$ cat config.mk
export PLATFORM = sky130hd
export DESIGN_NAME = fg_cordic_seq
export DESIGN_NICKNAME = d
export VERILOG_FILES = /design/src/rtl/fg_cordic_seq.sv
export SDC_FILE = /design/constraint.sdc
export NUM_CORES = 1
export LEC_CHECK = 0
export ABC_AREA = 1
export CAP_MARGIN = 20
export CORE_AREA = 2 2 149 107
export CTS_CLUSTER_DIAMETER = 200
export DETAILED_ROUTE_END_ITERATION = 8
export DIE_AREA = 0 0 151 109
export GPL_TIMING_DRIVEN = 0
export PLACE_DENSITY_LB_ADDON = 0.1
export SETUP_SLACK_MARGIN = 0.2
export SLEW_MARGIN = 15
export SYNTH_ARGS = -nofsm -noshare
export SYNTH_HDL_FRONTEND = slang
export SYNTH_SLANG_ARGS = --single-unit
$ cat constraint.sdc
create_clock -name clk_i -period 8.8 [get_ports clk_i]
set_input_delay 2.64 -clock clk_i [delete_from_list [all_inputs] [get_ports clk_i]]
set_output_delay 2.64 -clock clk_i [all_outputs]
set_load 0.01 [all_outputs]
$ cat src/rtl/fg_cordic_seq.sv
// Iterative CORDIC engine: one shared micro-rotation stage reused over ITERATIONS
// cycles, rotation (sin/cos) or vectoring (magnitude/phase), valid/ready both sides.
module fg_cordic_seq #(
  parameter int BITWIDTH       = 8,
  parameter int BITWIDTH_PHASE = 10,
  parameter int ITERATIONS     = 7
) (
  input  logic                             clk_i,
  input  logic                             rst_i,
  input  logic                             clk_en_i,
  input  logic                             valid_i,
  output logic                             ready_o,
  input  logic                             mode_i,
  input  logic signed [BITWIDTH_PHASE-1:0] phase_i,
  input  logic signed [BITWIDTH-1:0]       x_i,
  input  logic signed [BITWIDTH-1:0]       y_i,
  output logic                             valid_o,
  input  logic                             ready_i,
  output logic signed [BITWIDTH+1:0]       x_o,
  output logic signed [BITWIDTH+1:0]       y_o,
  output logic signed [BITWIDTH_PHASE-1:0] phase_o
);

  localparam int W       = BITWIDTH + 2;
  localparam int P       = BITWIDTH_PHASE;
  localparam int KW      = (ITERATIONS > 1) ? $clog2(ITERATIONS) : 1;
  localparam int ATAN_SH = 24 - P;
  localparam int RND_SH  = (ATAN_SH > 0) ? ATAN_SH - 1 : 0;

  localparam logic [KW-1:0]       K_LAST = KW'(ITERATIONS - 1);
  localparam logic signed [P-1:0] QTR    = {2'b01, {(P-2){1'b0}}};
  localparam logic signed [P-1:0] NQTR   = {2'b11, {(P-2){1'b0}}};

  // atan(2^-k) in units of 45 deg, scaled by 2^21; reduced to the phase width below
  localparam int ATAN_2P21 [16] = '{
    2097152, 1238021, 654136, 332050, 166669, 83416, 41718, 20860,
    10430,   5215,    2608,   1304,   652,    326,   163,   81
  };

  function automatic logic signed [P-1:0] atan_of(input logic [3:0] idx);
    longint v;
    v = longint'(ATAN_2P21[idx]);
    if (ATAN_SH > 0) v = (v + (longint'(1) <<< RND_SH)) >>> ATAN_SH;
    return v[P-1:0];
  endfunction

  typedef enum logic [1:0] {IDLE, ROTATE, DONE} state_t;

  typedef struct packed {
    logic signed [W-1:0] x;
    logic signed [W-1:0] y;
    logic signed [P-1:0] z;
  } vec_t;

  state_t              state_q;
  logic [KW-1:0]       k_q;
  logic                mode_q;
  vec_t                cur_q;
  vec_t                ld;
  vec_t                nx;
  logic signed [W-1:0] xe;
  logic signed [W-1:0] ye;
  logic signed [W-1:0] x_sh;
  logic signed [W-1:0] y_sh;
  logic signed [P-1:0] atan_k;
  logic                dir;
  logic                accept;

  assign ready_o = !rst_i && ((state_q == IDLE) || ((state_q == DONE) && ready_i));
  assign accept  = valid_i && ready_o && clk_en_i;

  // Pre-rotate into the right half-plane so the micro-rotations only cover +-90 deg
  always_comb begin
    xe   = {{2{x_i[BITWIDTH-1]}}, x_i};
    ye   = {{2{y_i[BITWIDTH-1]}}, y_i};
    ld.x = xe;
    ld.y = ye;
    ld.z = phase_i;
    if (!mode_i) begin
      if (phase_i[P-1:P-2] == 2'b01) begin
        ld.x = -ye;
        ld.y = xe;
        ld.z = {2'b00, phase_i[P-3:0]};
      end else if (phase_i[P-1:P-2] == 2'b10) begin
        ld.x = ye;
        ld.y = -xe;
        ld.z = {2'b11, phase_i[P-3:0]};
      end
    end else begin
      ld.z = '0;
      if (xe[W-1]) begin
        if (!ye[W-1]) begin
          ld.x = ye;
          ld.y = -xe;
          ld.z = QTR;
        end else begin
          ld.x = -ye;
          ld.y = xe;
          ld.z = NQTR;
        end
      end
    end
  end

  always_comb begin
    x_sh   = cur_q.x >>> k_q;
    y_sh   = cur_q.y >>> k_q;
    atan_k = atan_of(4'(k_q));
    dir    = mode_q ? !cur_q.y[W-1] : cur_q.z[P-1];
    nx.x   = dir ? cur_q.x + y_sh : cur_q.x - y_sh;
    nx.y   = dir ? cur_q.y - x_sh : cur_q.y + x_sh;
    nx.z   = dir ? cur_q.z + atan_k : cur_q.z - atan_k;
  end

  always_ff @(posedge clk_i) begin
    if (rst_i) begin
      state_q <= IDLE;
      k_q     <= '0;
      mode_q  <= 1'b0;
      cur_q   <= '0;
      valid_o <= 1'b0;
      x_o     <= '0;
      y_o     <= '0;
      phase_o <= '0;
    end else if (clk_en_i) begin
      case (state_q)
        IDLE: begin
          if (accept) begin
            state_q <= ROTATE;
            k_q     <= '0;
            mode_q  <= mode_i;
            cur_q   <= ld;
          end
        end
        ROTATE: begin
          cur_q <= nx;
          if (k_q == K_LAST) begin
            state_q <= DONE;
            k_q     <= '0;
            valid_o <= 1'b1;
            x_o     <= nx.x;
            y_o     <= nx.y;
            phase_o <= nx.z;
          end else begin
            k_q <= k_q + 1'b1;
          end
        end
        DONE: begin
          if (ready_i) begin
            valid_o <= 1'b0;
            // a new request may be taken on the same edge as the handoff
            if (accept) begin
              state_q <= ROTATE;
              k_q     <= '0;
              mode_q  <= mode_i;
              cur_q   <= ld;
            end else begin
              state_q <= IDLE;
            end
          end
        end
        default: state_q <= IDLE;
      endcase
    end
  end

endmodule

After elaboration in Yosys (flattened, before gate mapping)
Memory sizes are Yosys's and may differ from the RTL's.
Index checks and enable logic that the tools add are counted.
{"block": "totals", "wordCells": 78, "rom_bits": 512, "input_bits": 32, "regBits": 67, "n_memories": 1, "out_inout_bits": 32}
{"memory": "(no name shown)", "words": 16, "word_bits": 32, "read_ports": 1, "rd_ports_with_merged_regs": 0, "wr": 0, "line_no": "42", "rtl": "v = longint'(ATAN_2P21[idx]);"}
{"block": "op_classes", "addsub": 10, "reduce_logical": 16, "eq_ne": 8, "bitwise_logic": 1, "n_shift": 2, "n_mux": 29, "n_lt_le_gt_ge": 1}
{"operator": "2-to-1 mux 30 bit", "count": 7}
{"operator": "case mux 30 bit (3 select lines)", "count": 1}
{"operator": "2-to-1 mux 24 bit", "count": 2}
{"operator": "adder 10 bit", "count": 3}
{"operator": "2-to-1 mux 10 bit", "count": 3}
{"operator": "subtractor 10 bit", "count": 3}
{"operator": "adder 24 x 15 -> 24 bit (second input constant)", "count": 1}
{"operator": "negation 8 -> 10 bit", "count": 2}
{"operator": ">>> shifter 10 x 3 -> 10 bit", "count": 2}
{"operator": "2-to-1 mux 3 bit", "count": 3}
{"operator": "case mux 3 bit (3 select lines)", "count": 1}
{"operator": "AND reduction 3 bit", "count": 3}
{"operator": "AND reduction 4 bit", "count": 2}
{"operator": "2-to-1 mux 1 bit", "count": 6}
{"operator": "2-to-1 mux 2 bit", "count": 3}
{"operator": "inequality test 2 bit (second input constant)", "count": 3}
{"operator": "case mux 2 bit (3 select lines)", "count": 1}
{"operator": "greater-or-equal comparator 5 bit (second input constant)", "count": 1}
{"operator": "NOT 3 -> 5 bit", "count": 1}
{"operator": "equality test 2 x 1 -> 1 bit (second input constant)", "count": 2}
{"operator": "equality test 2 bit (second input constant)", "count": 2}
{"operator": "logical AND 1 bit", "count": 4}
{"operator": "case mux 1 bit (2 select lines)", "count": 2}
{"operator": "nonzero test 2 bit", "count": 2}
{"operator": "other kinds (6)", "count": 7}

Logic depth before layout (Yosys ltp)
Gate-level depths: netlist of run 1.
{"block": "logic_depth", "word_depth": 9, "ltp_mapped": 27, "depth_no_buf": 25}

Worst setup path before layout of run 1
OpenSTA, ideal clock, no wires.
{"block": "synth_timing", "path_type": "input-to-output", "from": "input port rst_i", "to": "output port ready_o", "required_time_ns": 6.160, "setup_slack_ns": 3.165, "n_path_buf": 1, "cell_stages": 2, "t_arrival_ns": 2.995, "cell_sequence": "clkbuf_1 -> nor2_1"}
{"block": "synth_via", "elab_chain_cells": 2}
{"item": "start, declared", "line_no": "9", "rtl": "input logic rst_i,"}
{"item": "zero test 1 bit", "line_no": "69", "rtl": "assign ready_o = !rst_i && ((state_q == IDLE) || ((state_q == DONE) && ready_i));"}
{"item": "logical AND 1 bit", "line_no": "69"}
{"item": "end, declared", "line_no": "12", "rtl": "output logic ready_o,"}
Every way passes these cells.

Worst setup path in the final report of run 1
{"block": "layout_timing", "from": "input port ready_i", "to": "output port ready_o"}
{"block": "layout_via", "elab_chain_cells": 3}
{"item": "start, declared", "line_no": "18", "rtl": "input logic ready_i,"}
{"item": "logical AND 1 bit", "line_no": "69"}
{"item": "logical OR 1 bit", "line_no": "69"}
{"item": "logical AND 1 bit", "line_no": "69"}
Every way passes these cells.

==> results.json, run 1 <==
{
  "cts_tree": "built",
  "ys_top_cells_by_area": "dfxtp_1, nand2_1, ha_1",
  "crit_arrival_ns": 4.02,
  "dp_hpwl_um": 18000,
  "syn_avg_cell_area_um2": 6.25,
  "multiInputGateArea_mm2": 0.00429,
  "die_w_um": 151,
  "peakVddDrop_v": 0.0000915,
  "seq_area_frac_synth_pct": 21.1,
  "cp.depth": 4,
  "synth_edf_count": 0,
  "cp-start-kind": "input pin",
  "final-hold-violation-count": 0,
  "antenna_left": 0,
  "whs_ns": 0.483,
  "n_antenna_cell": 0,
  "cts_buffers": 9,
  "cts_sinks": 67,
  "cts-hold-fix-buffers": 0,
  "grt_max_degree": 14,
  "start_util_pct": 41.9,
  "clk_latency_ns": 0.34,
  "fin_util_pct": 49.5,
  "rsz0062_at_grt": "no",
  "post_cts_buffers": 0,
  "num_vias": 7049,
  "placed_cell_area_mm2": 0.00721,
  "antenna_found_initial": 1,
  "setup_viol": 0,
  "holdCritPathClass": "reg -> reg",
  "ys.flop_type": "dfxtp_1",
  "n_fill_cell": 1610,
  "drt_pre_antenna_iters": 6,
  "synth.most_common_cell": "nand2_1",
  "finalCritPeriodShare_pct": 75.6,
  "synth_cell_types": 50,
  "die_h_um": 109,
  "post_cts_resized": 0,
  "max_freq_ghz": 0.150,
  "yosys.area.top_type": "dfxtp_1",
  "fin_worst_skew_ns": 0.0103,
  "whs_path_depth": 2,
  "numPlacedInstances": 1276,
  "cellPowerDensity_mw_per_mm2": 174,
  "die_area_mm2": 0.0165,
  "seq_area_mm2": 0.00134,
  "status": "complete, no violations",
  "crit_buf_inv": 2,
  "drive_above_1_share_pct": 6.14,
  "yosysWarnings": 0,
  "grt_pass1_wl_um": 34900,
  "cp_max_fo": 2,
  "fin_setup_tns_ns": 0,
  "cts.clk_slew.worst_paths_ns": 0.06,
  "crit_top_cell": "clkdlybuf4s50_1",
  "synth-seq-cells": 67,
  "worst_pin_slew_ns": 0.761,
  "finalMaxSlewViolations": 0,
  "dp_slack_ns": 2.16,
  "root_buffer": "clkbuf_16",
  "finalCriticalPeriod_ns": 6.66,
  "grt_overflow": 0,
  "fin_ws_ns": 2.14,
  "synth.cell_area_mm2": 0.00634,
  "fin_cells": 1292,
  "crit_type": "in -> out",
  "synthTopCellsByCount": "nand2_1, inv_1, nor2_1",
  "gp_congestion": 0.974,
  "area_growth_pct": 18.1,
  "crit_path_cell_trace": "clkdlybuf4s50_1 > o21ai_0 > nor2_1 > clkdlybuf4s50_1",
  "finalWirelength_um": 22300,
  "power.leakage_nw": 3.52,
  "power.total_mw": 1.31,
  "syn_nets": 1090,
  "crit_slowest_cell": "clkdlybuf4s50_1",
  "ios": 64,
  "io_buffers": 62,
  "cap_violations": 0,
  "drc": 0,
  "critPathMaxStageDelay_ns": 0.57,
  "max_slew_margin_pct": 48.9,
  "final_area_mm2": 0.00749,
  "crit_family": "buffers and inverters",
  "rows": 38,
  "htree_levels": 3,
  "final_nets": 1163,
  "rr_worst_depth": 23,
  "endpoint_kind": "primary output",
  "netlist_instances": 1014,
  "coreArea_mm2": 0.0151,
  "viasPerCell": 5.46,
  "ys_async_sr_fraction_pct": 0,
  "grt_pass1_vias": 6466,
  "grt_usage_pct": 27.8,
  "wl_per_cell_um": 17.2,
  "worstPathRequired_ns": 6.16,
  "dr.first_iter.drc_count": 584,
  "clk_path_buf_depth": 2,
  "synth_top_cell_area_share_pct": 21.1
}
-- layer usage --
| layer | track usage (%) | routed length, um | vias up |
|---|---|---|---|
| met5 | 0 | 13 | - |
| met4 | 7.34 | 420 | 2 |
| met3 | 6.32 | 1910 | 32 |
| met2 | 39.7 | 8750 | 268 |
| met1 | 41.8 | 11200 | 3228 |
| li1 | - | - | 3519 |
-- worst min-delay path: cells and delay by family, from the launching register on --
| family | cells | cell delay, ns |
|---|---|---|
| simple gates | 2 | 0.13 |
| flops | 1 | 0.32 |
-- sequential cells by signal (all words and copies together), names as in the netlist --
register and flops:
cur_q 30, state_q 2, x_o 10, k_q 3, y_o 10, valid_o 1
phase_o 10, mode_q 1
-- power by group --
group | internal (mW) | total [mW] | switching, mW
sequential | 0.314 | 0.328 | 0.0144
combinational | 0.217 | 0.634 | 0.416
clock | 0.193 | 0.343 | 0.150
total | 0.725 | 1.31 | 0.581
-- path summary, 6_finish.rpt --
path	start	end	slack [ns]
worst max-delay path	ready_i	ready_o	2.14
worst min-delay path	x_o[2]$_SDFFE_PP0P_	x_o[2]$_SDFFE_PP0P_	0.48
worst max register to register	k_q[1]$_SDFFE_PP0P_	cur_q[9]$_SDFFE_PP0P_	4.75
worst min register to register	x_o[2]$_SDFFE_PP0P_	x_o[2]$_SDFFE_PP0P_	0.48
-- final cells by class --
class / instances / area share, %
buffer: 44 / 3.09
clock buffer: 10 / 3.06
sequential: 67 / 17.9
tap: 200 / 3.34
multi-input combinational: 776 / 57.3
timing repair buffer: 62 / 8.28
clock inverter: 6 / 0.651
inverter: 127 / 6.40
-- cells by family (layout without fill, tap and decap cells) --
logic type	Yosys count	after routing	share of synthesized area [%]
buffers and inverters	171	249	11.2
AO/OA/AOI/OAI	237	237	22.1
adder cells (fa/ha/maj)	44	44	9.04
AND/OR/NAND/NOR	446	446	29.5
XOR/XNOR	49	49	7.00
flip-flops	67	67	21.1
-- cells in the final DEF, fill, tap and decap left out, drive strengths merged --
| master | Yosys | routed |
|---|---|---|
| nor3 | 8 | 8 |
| and2 | 1 | 1 |
| clkbuf | 23 | 33 |
| buf | 21 | 21 |
| o22ai | 3 | 3 |
| a21oi | 71 | 71 |
| a211oi | 5 | 5 |
| inv | 123 | 125 |
| dfxtp | 67 | 67 |
| o2111ai | 1 | 1 |
| a41oi | 1 | 1 |
| o221ai | 7 | 7 |
| nand3 | 76 | 76 |
| o32ai | 1 | 1 |
| a21o | 2 | 2 |
| o21ai | 87 | 87 |
| nor4 | 1 | 1 |
| o21bai | 4 | 4 |
| o211ai | 30 | 30 |
| o31ai | 2 | 2 |
| o41ai | 1 | 1 |
| nor2 | 111 | 111 |
| xor2 | 38 | 38 |
| a31oi | 19 | 19 |
| nand3b | 2 | 2 |
| xnor2 | 11 | 11 |
| nand2 | 242 | 242 |
| a221oi | 1 | 1 |
| clkinvlp | 0 | 3 |
| a31o | 1 | 1 |
| clkinv | 4 | 5 |
| nand4 | 5 | 5 |
| ha | 41 | 41 |
| clkdlybuf4s50 | 0 | 62 |
| o311ai | 1 | 1 |
| fa | 3 | 3 |
(Power assumes the default switching activity.)
==> inputs of run 2 (changes only) <==
Clock period 8.8 ns to 5.98 ns, I/O delays scaled along.
==> results of run 2 <==
Same layout as run 1 (identical final DEF). Status: complete, no violations.
Among the figures that moved: setup slack after placement 2.16 ns -> 1.03 ns; setup slack after layout 2.14 ns -> 1.02 ns; register-to-register setup slack 4.75 ns -> 1.93 ns; total power 1.31 mW -> 1.92 mW; worst IR drop on VDD 0.0000915 V -> 0.000135 V
